==> config.mk <==
export PLATFORM = sky130hd
export DESIGN_NAME = song_reader
export DESIGN_NICKNAME = d
export VERILOG_FILES = /design/src/rtl/song_pkg.sv /design/src/rtl/song_note_timer.sv /design/src/rtl/song_reader.sv
export SDC_FILE = /design/constraint.sdc
export NUM_CORES = 1
export LEC_CHECK = 0
export ABC_CLOCK_PERIOD_IN_PS = 2910
export CORE_MARGIN = 2
export CORE_UTILIZATION = 48
export DETAILED_ROUTE_END_ITERATION = 7
export GPL_TIMING_DRIVEN = 0
export PLACE_DENSITY_LB_ADDON = 0.15
export SETUP_SLACK_MARGIN = 0.05
export SLEW_MARGIN = 20
export SYNTH_ARGS = -nofsm -noshare
export SYNTH_HDL_FRONTEND = slang
export SYNTH_SLANG_ARGS = --single-unit
==> constraint.sdc <==
create_clock -name clk_i -period 2.91 [get_ports clk_i]
set_clock_uncertainty 0.15 [all_clocks]
set_input_delay 0.291 -clock clk_i [delete_from_list [all_inputs] [get_ports clk_i]]
set_output_delay 0.291 -clock clk_i [all_outputs]
set_load 0.03 [all_outputs]
==> src/rtl/song_pkg.sv <==
// rtl/song_pkg.sv - shared widths, ROM word layout and FSM encoding for the song reader
package song_pkg;

    localparam int ADDR_W   = 7;
    localparam int SONG_W   = 2;
    localparam int NOTE_W   = 6;
    localparam int DUR_W    = 6;
    localparam int IDX_W    = ADDR_W - SONG_W;
    localparam int WORD_W   = NOTE_W + DUR_W;
    localparam int NOTE_LSB = DUR_W;
    localparam int DUR_LSB  = 0;

    localparam logic [IDX_W-1:0]  LAST_IDX  = '1;
    localparam logic [DUR_W-1:0]  END_DUR   = '0;
    localparam logic [NOTE_W-1:0] REST_NOTE = '0;

    typedef enum logic [2:0] {
        ST_IDLE,
        ST_FETCH,
        ST_LOAD,
        ST_PLAY,
        ST_DONE
    } state_e;

    function automatic logic [NOTE_W-1:0] word_note(input logic [WORD_W-1:0] w);
        return w[NOTE_LSB +: NOTE_W];
    endfunction

    function automatic logic [DUR_W-1:0] word_dur(input logic [WORD_W-1:0] w);
        return w[DUR_LSB +: DUR_W];
    endfunction

endpackage

==> src/rtl/song_note_timer.sv <==
// rtl/song_note_timer.sv - counts accepted beats of the current note and flags its final beat
module song_note_timer
    import song_pkg::*;
(
    input  logic             clk_i,
    input  logic             reset_n_i,
    input  logic             clear_i,
    input  logic             enable_i,
    input  logic [DUR_W-1:0] duration_i,
    output logic             last_beat_o
);

    logic [DUR_W-1:0] count_q;
    logic [DUR_W-1:0] count_d;

    always_comb begin
        count_d = count_q;
        if (clear_i) begin
            count_d = '0;
        end else if (enable_i) begin
            count_d = count_q + DUR_W'(1);
        end
    end

    always_ff @(posedge clk_i or negedge reset_n_i) begin
        if (!reset_n_i) begin
            count_q <= '0;
        end else begin
            count_q <= count_d;
        end
    end

    // Duration is never 0 here: end markers are diverted to DONE before PLAY.
    assign last_beat_o = enable_i && (count_q == duration_i - DUR_W'(1));

endmodule

==> src/rtl/song_reader.sv <==
// rtl/song_reader.sv - walks one song's ROM region and presents timed notes to the note player
module song_reader
    import song_pkg::*;
(
    input  logic              clk_i,
    input  logic              reset_n_i,
    input  logic              play_i,
    input  logic [SONG_W-1:0] song_i,
    input  logic              beat_i,
    output logic [ADDR_W-1:0] rom_addr_o,
    input  logic [WORD_W-1:0] rom_dout_i,
    output logic [NOTE_W-1:0] note_o,
    output logic [DUR_W-1:0]  duration_o,
    output logic              new_note_o,
    output logic              playing_o,
    output logic              song_done_o
);

    state_e            state_q, state_d;
    logic              play_q;
    logic [SONG_W-1:0] song_q, song_d;
    logic [IDX_W-1:0]  index_q, index_d;
    logic [NOTE_W-1:0] note_q, note_d;
    logic [DUR_W-1:0]  dur_q, dur_d;
    logic              new_note_q, new_note_d;

    logic              timer_clear;
    logic              timer_enable;
    logic              last_beat;
    logic              song_switch;
    logic [NOTE_W-1:0] rom_note;
    logic [DUR_W-1:0]  rom_dur;

    assign rom_note     = word_note(rom_dout_i);
    assign rom_dur      = word_dur(rom_dout_i);
    assign song_switch  = play_i && (song_i != song_q);
    assign timer_enable = (state_q == ST_PLAY) && play_i && beat_i;

    song_note_timer u_timer (
        .clk_i       (clk_i),
        .reset_n_i   (reset_n_i),
        .clear_i     (timer_clear),
        .enable_i    (timer_enable),
        .duration_i  (dur_q),
        .last_beat_o (last_beat)
    );

    always_comb begin
        state_d     = state_q;
        song_d      = song_q;
        index_d     = index_q;
        note_d      = note_q;
        dur_d       = dur_q;
        new_note_d  = 1'b0;
        timer_clear = 1'b0;
        case (state_q)
            ST_IDLE: begin
                if (play_i && !play_q) begin
                    song_d  = song_i;
                    index_d = '0;
                    state_d = ST_FETCH;
                end
            end
            ST_FETCH, ST_LOAD, ST_PLAY: begin
                // A new song selection outranks loading and advancing alike.
                if (song_switch) begin
                    song_d  = song_i;
                    index_d = '0;
                    state_d = ST_FETCH;
                end else if (state_q == ST_FETCH) begin
                    state_d = ST_LOAD;
                end else if (state_q == ST_LOAD) begin
                    if (rom_dur == END_DUR) begin
                        note_d  = REST_NOTE;
                        state_d = ST_DONE;
                    end else begin
                        note_d      = rom_note;
                        dur_d       = rom_dur;
                        timer_clear = 1'b1;
                        new_note_d  = 1'b1;
                        state_d     = ST_PLAY;
                    end
                end else if (last_beat) begin
                    if (index_q == LAST_IDX) begin
                        note_d  = REST_NOTE;
                        state_d = ST_DONE;
                    end else begin
                        index_d = index_q + IDX_W'(1);
                        state_d = ST_FETCH;
                    end
                end
            end
            ST_DONE: begin
                index_d = '0;
                state_d = ST_IDLE;
            end
            default: state_d = ST_IDLE;
        endcase
    end

    always_ff @(posedge clk_i or negedge reset_n_i) begin
        if (!reset_n_i) begin
            state_q    <= ST_IDLE;
            play_q     <= 1'b0;
            song_q     <= '0;
            index_q    <= '0;
            note_q     <= '0;
            dur_q      <= '0;
            new_note_q <= 1'b0;
        end else begin
            state_q    <= state_d;
            play_q     <= play_i;
            song_q     <= song_d;
            index_q    <= index_d;
            note_q     <= note_d;
            dur_q      <= dur_d;
            new_note_q <= new_note_d;
        end
    end

    assign rom_addr_o  = {song_q, index_q};
    assign note_o      = note_q;
    assign duration_o  = dur_q;
    assign new_note_o  = new_note_q;
    assign playing_o   = (state_q == ST_PLAY) && play_i;
    assign song_done_o = (state_q == ST_DONE);

endmodule

== Yosys cells after proc, flatten, opt, wreduce, memory -nomap -nowiden ==
Cells that the tools add are included.
Word-level totals
  output and inout port bits: 22
  register bits: 30
  logic and storage cells: 76
  bits of input ports: 18
Cells by class
  $add $sub $neg: 3
  reductions and logical operators: 19
  equality and inequality tests: 14
  multiplexer cells: 29
  bitwise gates (word level): 3
Operators with widths (count)
  $mux 6: 6
  $mux 5: 6
  $mux 3: 7
  $pmux 5 s3: 1
  $ne 3x3->1 const B: 4
  $reduce_and 5->1: 2
  $reduce_bool 2->1: 4
  $add 6x1->6 const B: 1
  $eq 3x2->1 const B: 2
  $eq 6x6->1: 1
  $logic_not 6->1: 1
  $pmux 3 s2: 1
  $reduce_and 6->1: 1
  $sub 6x1->6 const B: 1
  $add 5x1->5 const B: 1
  $eq 5x5->1 const B: 1
  $logic_and 1x1->1: 5
  $mux 1: 5
  $ne 5x5->1 const B: 1
  $mux 2: 2
  $ne 2x2->1 const B: 2
  $pmux 2 s2: 1
  $eq 3x1->1 const B: 1
  $eq 3x3->1 const B: 1
  other kinds (8): 10

== Depth between registers and ports, before layout ==
  depth in word-level cells: 9
  depth in mapped cells: 8
  mapped depth without buffers: 7

== By module ==
From an unflattened synthesis, not the netlist that was laid out.
Unflattened totals
  cells, all modules: 145
  area, all modules: 1592.8 sq um
By module, submodules not included
  song_reader: sequential area each 600.6 sq um, cells an instance 101, instances 1, area an instance 1174.9 sq um
  song_note_timer: sequential area each 150.1 sq um, cells an instance 44, instances 1, area an instance 417.9 sq um

== Least setup slack after synthesis ==
No wires, ideal clock.
  path kind: register to register
  from: reg dur_q[0], in the netlist duration_o[0]
  to: reg index_q[0]
  period minus slack after synthesis: 2.337 ns
  setup slack: 0.573 ns
  cell stages (with the launch flop): 6
  path buffers: 0
  arrival: 2.051 ns
  cells stage by stage: dfrtp_1 > or4_1 > or3_4 > a211o_1 > o31ai_4 > mux2i_1
On the way
  cells in the longest elaborated chain, start to end: 5
RTL lines
  start, declared: RTL line song_reader.sv:24  | logic [DUR_W-1:0] dur_q, dur_d;
  start signal, assigned: RTL line song_reader.sv:116  | dur_q <= dur_d;
  $sub 6x1->6: RTL line song_note_timer.sv:34  | assign last_beat_o = enable_i && (count_q == duration_i - DUR_W'(1));
  $eq 6x6->1: RTL line song_note_timer.sv:34
  $logic_and 1x1->1: RTL line song_note_timer.sv:34
  $ne 3x3->1 (no line)
  $reduce_and 6->1 (no line)
  end signal, assigned: RTL line song_reader.sv:114  | index_q <= index_d;
  end, declared: RTL line song_reader.sv:22  | logic [IDX_W-1:0] index_q, index_d;
Every way passes these cells.
A chain may end at the register's enable or synchronous reset.

== Worst setup path in the final report ==
  from: reg state_q[0]
  to: out song_done_o
On the way
  cells in the longest elaborated chain, start to end: 1
RTL lines
  start, declared: RTL line song_reader.sv:19  | state_e state_q, state_d;
  start signal, assigned: RTL line song_reader.sv:111  | state_q <= state_d;
  $eq 3x3->1: RTL line song_reader.sv:126  | assign song_done_o = (state_q == ST_DONE);
  end, declared: RTL line song_reader.sv:16  | output logic song_done_o
Every way passes these cells.

==> reports/results.tsv <==
metric	value	unit
status	completed	
Synth area leader	dfrtp_1	
clock tree buffer depth	2	
Post-synth top cells	dfrtp_1 (30), nor2_1 (18), nand2_1 (17)	
Synth area leaders	dfrtp_1 (44%), xnor2_1 (4.6%), nor2_1 (4.0%)	
Site Rows	21	
Sink Count	30	
f_max	0.407	GHz
CTS tree	done	
CP endpoint kind	output pin	
Max Slew Vio Count	0	
Worst Setup Slack post-DPL	0.289	ns
Die Height	63.5	µm
Crit Path Category	flop to output pin	
P per Cell Area	930	mW/mm²
RSZ-0062 raised after global routing	no	
first-pass GRT wire length	7.01	mm
DR vias/cell	5.54	
Antenna Nets Post-Route	0	
grt met3 use	6.43	%
Starting Density	50.6	%
WL final	4.05	mm
Worst EP required	2.47	ns
Clock transition at path regs	0.11	ns
Top FF cell, synth	dfrtp_1	
residual DRC count	0	
die area	0.00403	mm²
H-Tree Depth	2	
# setup viols final	0	
Worst Hold Depth	1	
Arr. time, crit path	2.01	ns
drt pass-1 iters	4	
cell depth of the worst flop-to-flop path	7	
gr usage total	22.2	%
Leak	0.943	nW
asr flop ratio synth	100	%
Root Driver	clkbuf_4	
vias in the first global route	1534	
Post-Syn Nets	200	
Setup WS post-layout	0.455	ns
fin util	65.8	%
I/O pin cnt	40	
largest net degree at the start of global routing	31	
GRT met2 Usage	38.3	%
Hold Path Class	input pin to flop	
crit path max fanout	10	
Slew headroom	55.4	%
Nets	247	
share of cells above drive strength 1	11.1	%
Warnings, synthesis	0	
detailed-placement wirelength estimate	3.12	mm
sequential area share after synthesis	44.2	%
total CTS buffers	5	
EDFF count, synth	0	
met1 usage	27.6	%
DR iter-0 viols	70	
Tmin final	2.45	ns
Slew @ Worst Pin	0.669	ns
Final TNS setup	0	ns
Routed WL per cell	14.9	µm
Yosys reg bits	30	
maxcap violations	0	
Final GP Congestion	0.759	
CORE AREA	0.00336	mm²
initial antenna violation count	0	
Port Buf Inserts	39	
Peak supply drop	0.000690	V
Clock Latency Late Sink	0.34	ns
PnR Total Power	2.06	mW
count leader, synth	dfrtp_1	
post-synthesis cell type count	48	
Startpoint Class	flop	
Synth Area per Inst	9.55	µm²
final period utilization	84.4	%
GRT overflow	0	
PostCTS Resize Cnt	0	
Mapped Cells	178	
GR peak layer	met2	
area share of the largest cell type after synthesis	44.2	%
Final Hold Vio Count	0	
Die X	63.5	µm
DR vias	1507	
number of diodes	0	
Area Overhead vs Synth	30.2	%
synthesized area	0.00170	mm²
Min Hold Slack	0.344	ns
worst paths after layout:
check                                    endpoint                      start  slack, ns
min in group asynchronous  index_q[2]$_DFFE_PN0P_                  reset_n_i       0.35
max                                   song_done_o     state_q[0]$_DFFE_PN0P_       0.46
min                              play_q$_DFF_PN0_                     play_i       0.34
min reg2reg                 note_o[3]$_DFFE_PN0P_      note_o[3]$_DFFE_PN0P_       0.39
max in group asynchronous   note_o[4]$_DFFE_PN0P_                  reset_n_i       1.80
max reg2reg                 note_o[4]$_DFFE_PN0P_  duration_o[0]$_DFFE_PN0P_       0.49
flip-flops by register name, summed over array words and instances, names as in the netlist:
| register | flops |
|---|---|
| new_note_o | 1 |
| state_q | 3 |
| play_q | 1 |
| duration_o | 6 |
| note_o | 6 |
| u_timer.count_q | 6 |
| index_q | 5 |
| song_q | 2 |
report_power, final:
part           switching, mW  total [mW]  internal [mW]
Clock                  0.143       0.260          0.117
Sequential             0.153       0.693          0.541
Combinational          0.631        1.10          0.473
layout make-up:
class | count | area (µm²)
Tap cell | 46 | 57.6
Clock buffer | 7 | 55.1
Sequential cell | 30 | 751
Timing Repair Buffer | 40 | 395
Inverter | 7 | 26.3
Clock inverter | 1 | 5.00
Fill cell | 299 | 1150
Multi-Input combinational cell | 134 | 888
Buffer | 7 | 35.0
placed cells by master, fill, tap and decap left out, types with 2 or more instances in the layout:
cell type        instances
nor3_1                   3
a31oi_1                  2
and2_1                   2
o21ai_0                 13
mux2i_1                  2
a22oi_1                  6
clkbuf_1                 5
mux2_2                   6
xor2_1                   4
nand4_1                  3
clkbuf_4                 5
o22ai_1                  2
inv_1                    7
clkdlybuf4s50_1         38
nor2_1                  18
nand3_1                  4
nor2b_1                  4
buf_2                    2
dfrtp_1                 30
nand2_1                 17
xnor2_1                  9
ha_1                     4
and3_1                   3
a21oi_1                  5
nor4_1                   4
routing by layer:
layer | wire, µm | part of all wire [%]
met1 | 1790 | 44
met2 | 2050 | 51
met3 | 165 | 4.1
met4 | 42 | 1.0
met5 | 0 | 0
critical path, cell delays in order (launching register included):
cell             delay, ns
dfrtp_1               0.38
clkbuf_1              0.20
nor2_1                0.27
and2_1                0.17
clkdlybuf4s50_1       0.66
logic make-up after synthesis:
family	synth area share (%)
multiplexers	5.15
buffers and inverters	3.61
flip-flops	44.2
adder cells (fa/ha/maj)	2.94
XOR/XNOR	6.70
AND/OR/NAND/NOR	20.5
AO/OA/AOI/OAI	16.9
stage by stage:
| stage | std cells | area, µm² |
|---|---|---|
| 6_report | 272 | 2210 |
| 5_1_grt | 272 | 2210 |
| 4_1_cts | 272 | 2210 |
| 3_5_place_dp | 263 | 2140 |
| 3_3_place_gp | 263 | 2150 |
| 2_1_floorplan | 178 | 1700 |
timing repair:
| action | 4_1_cts | 5_1_grt |
|---|---|---|
| hold buffers | 1 | 0 |
| setup buffers | 0 | 0 |
| endpoints found under the hold margin | 30 | 0 |
Note: power is estimated with default switching activity, not from simulation.
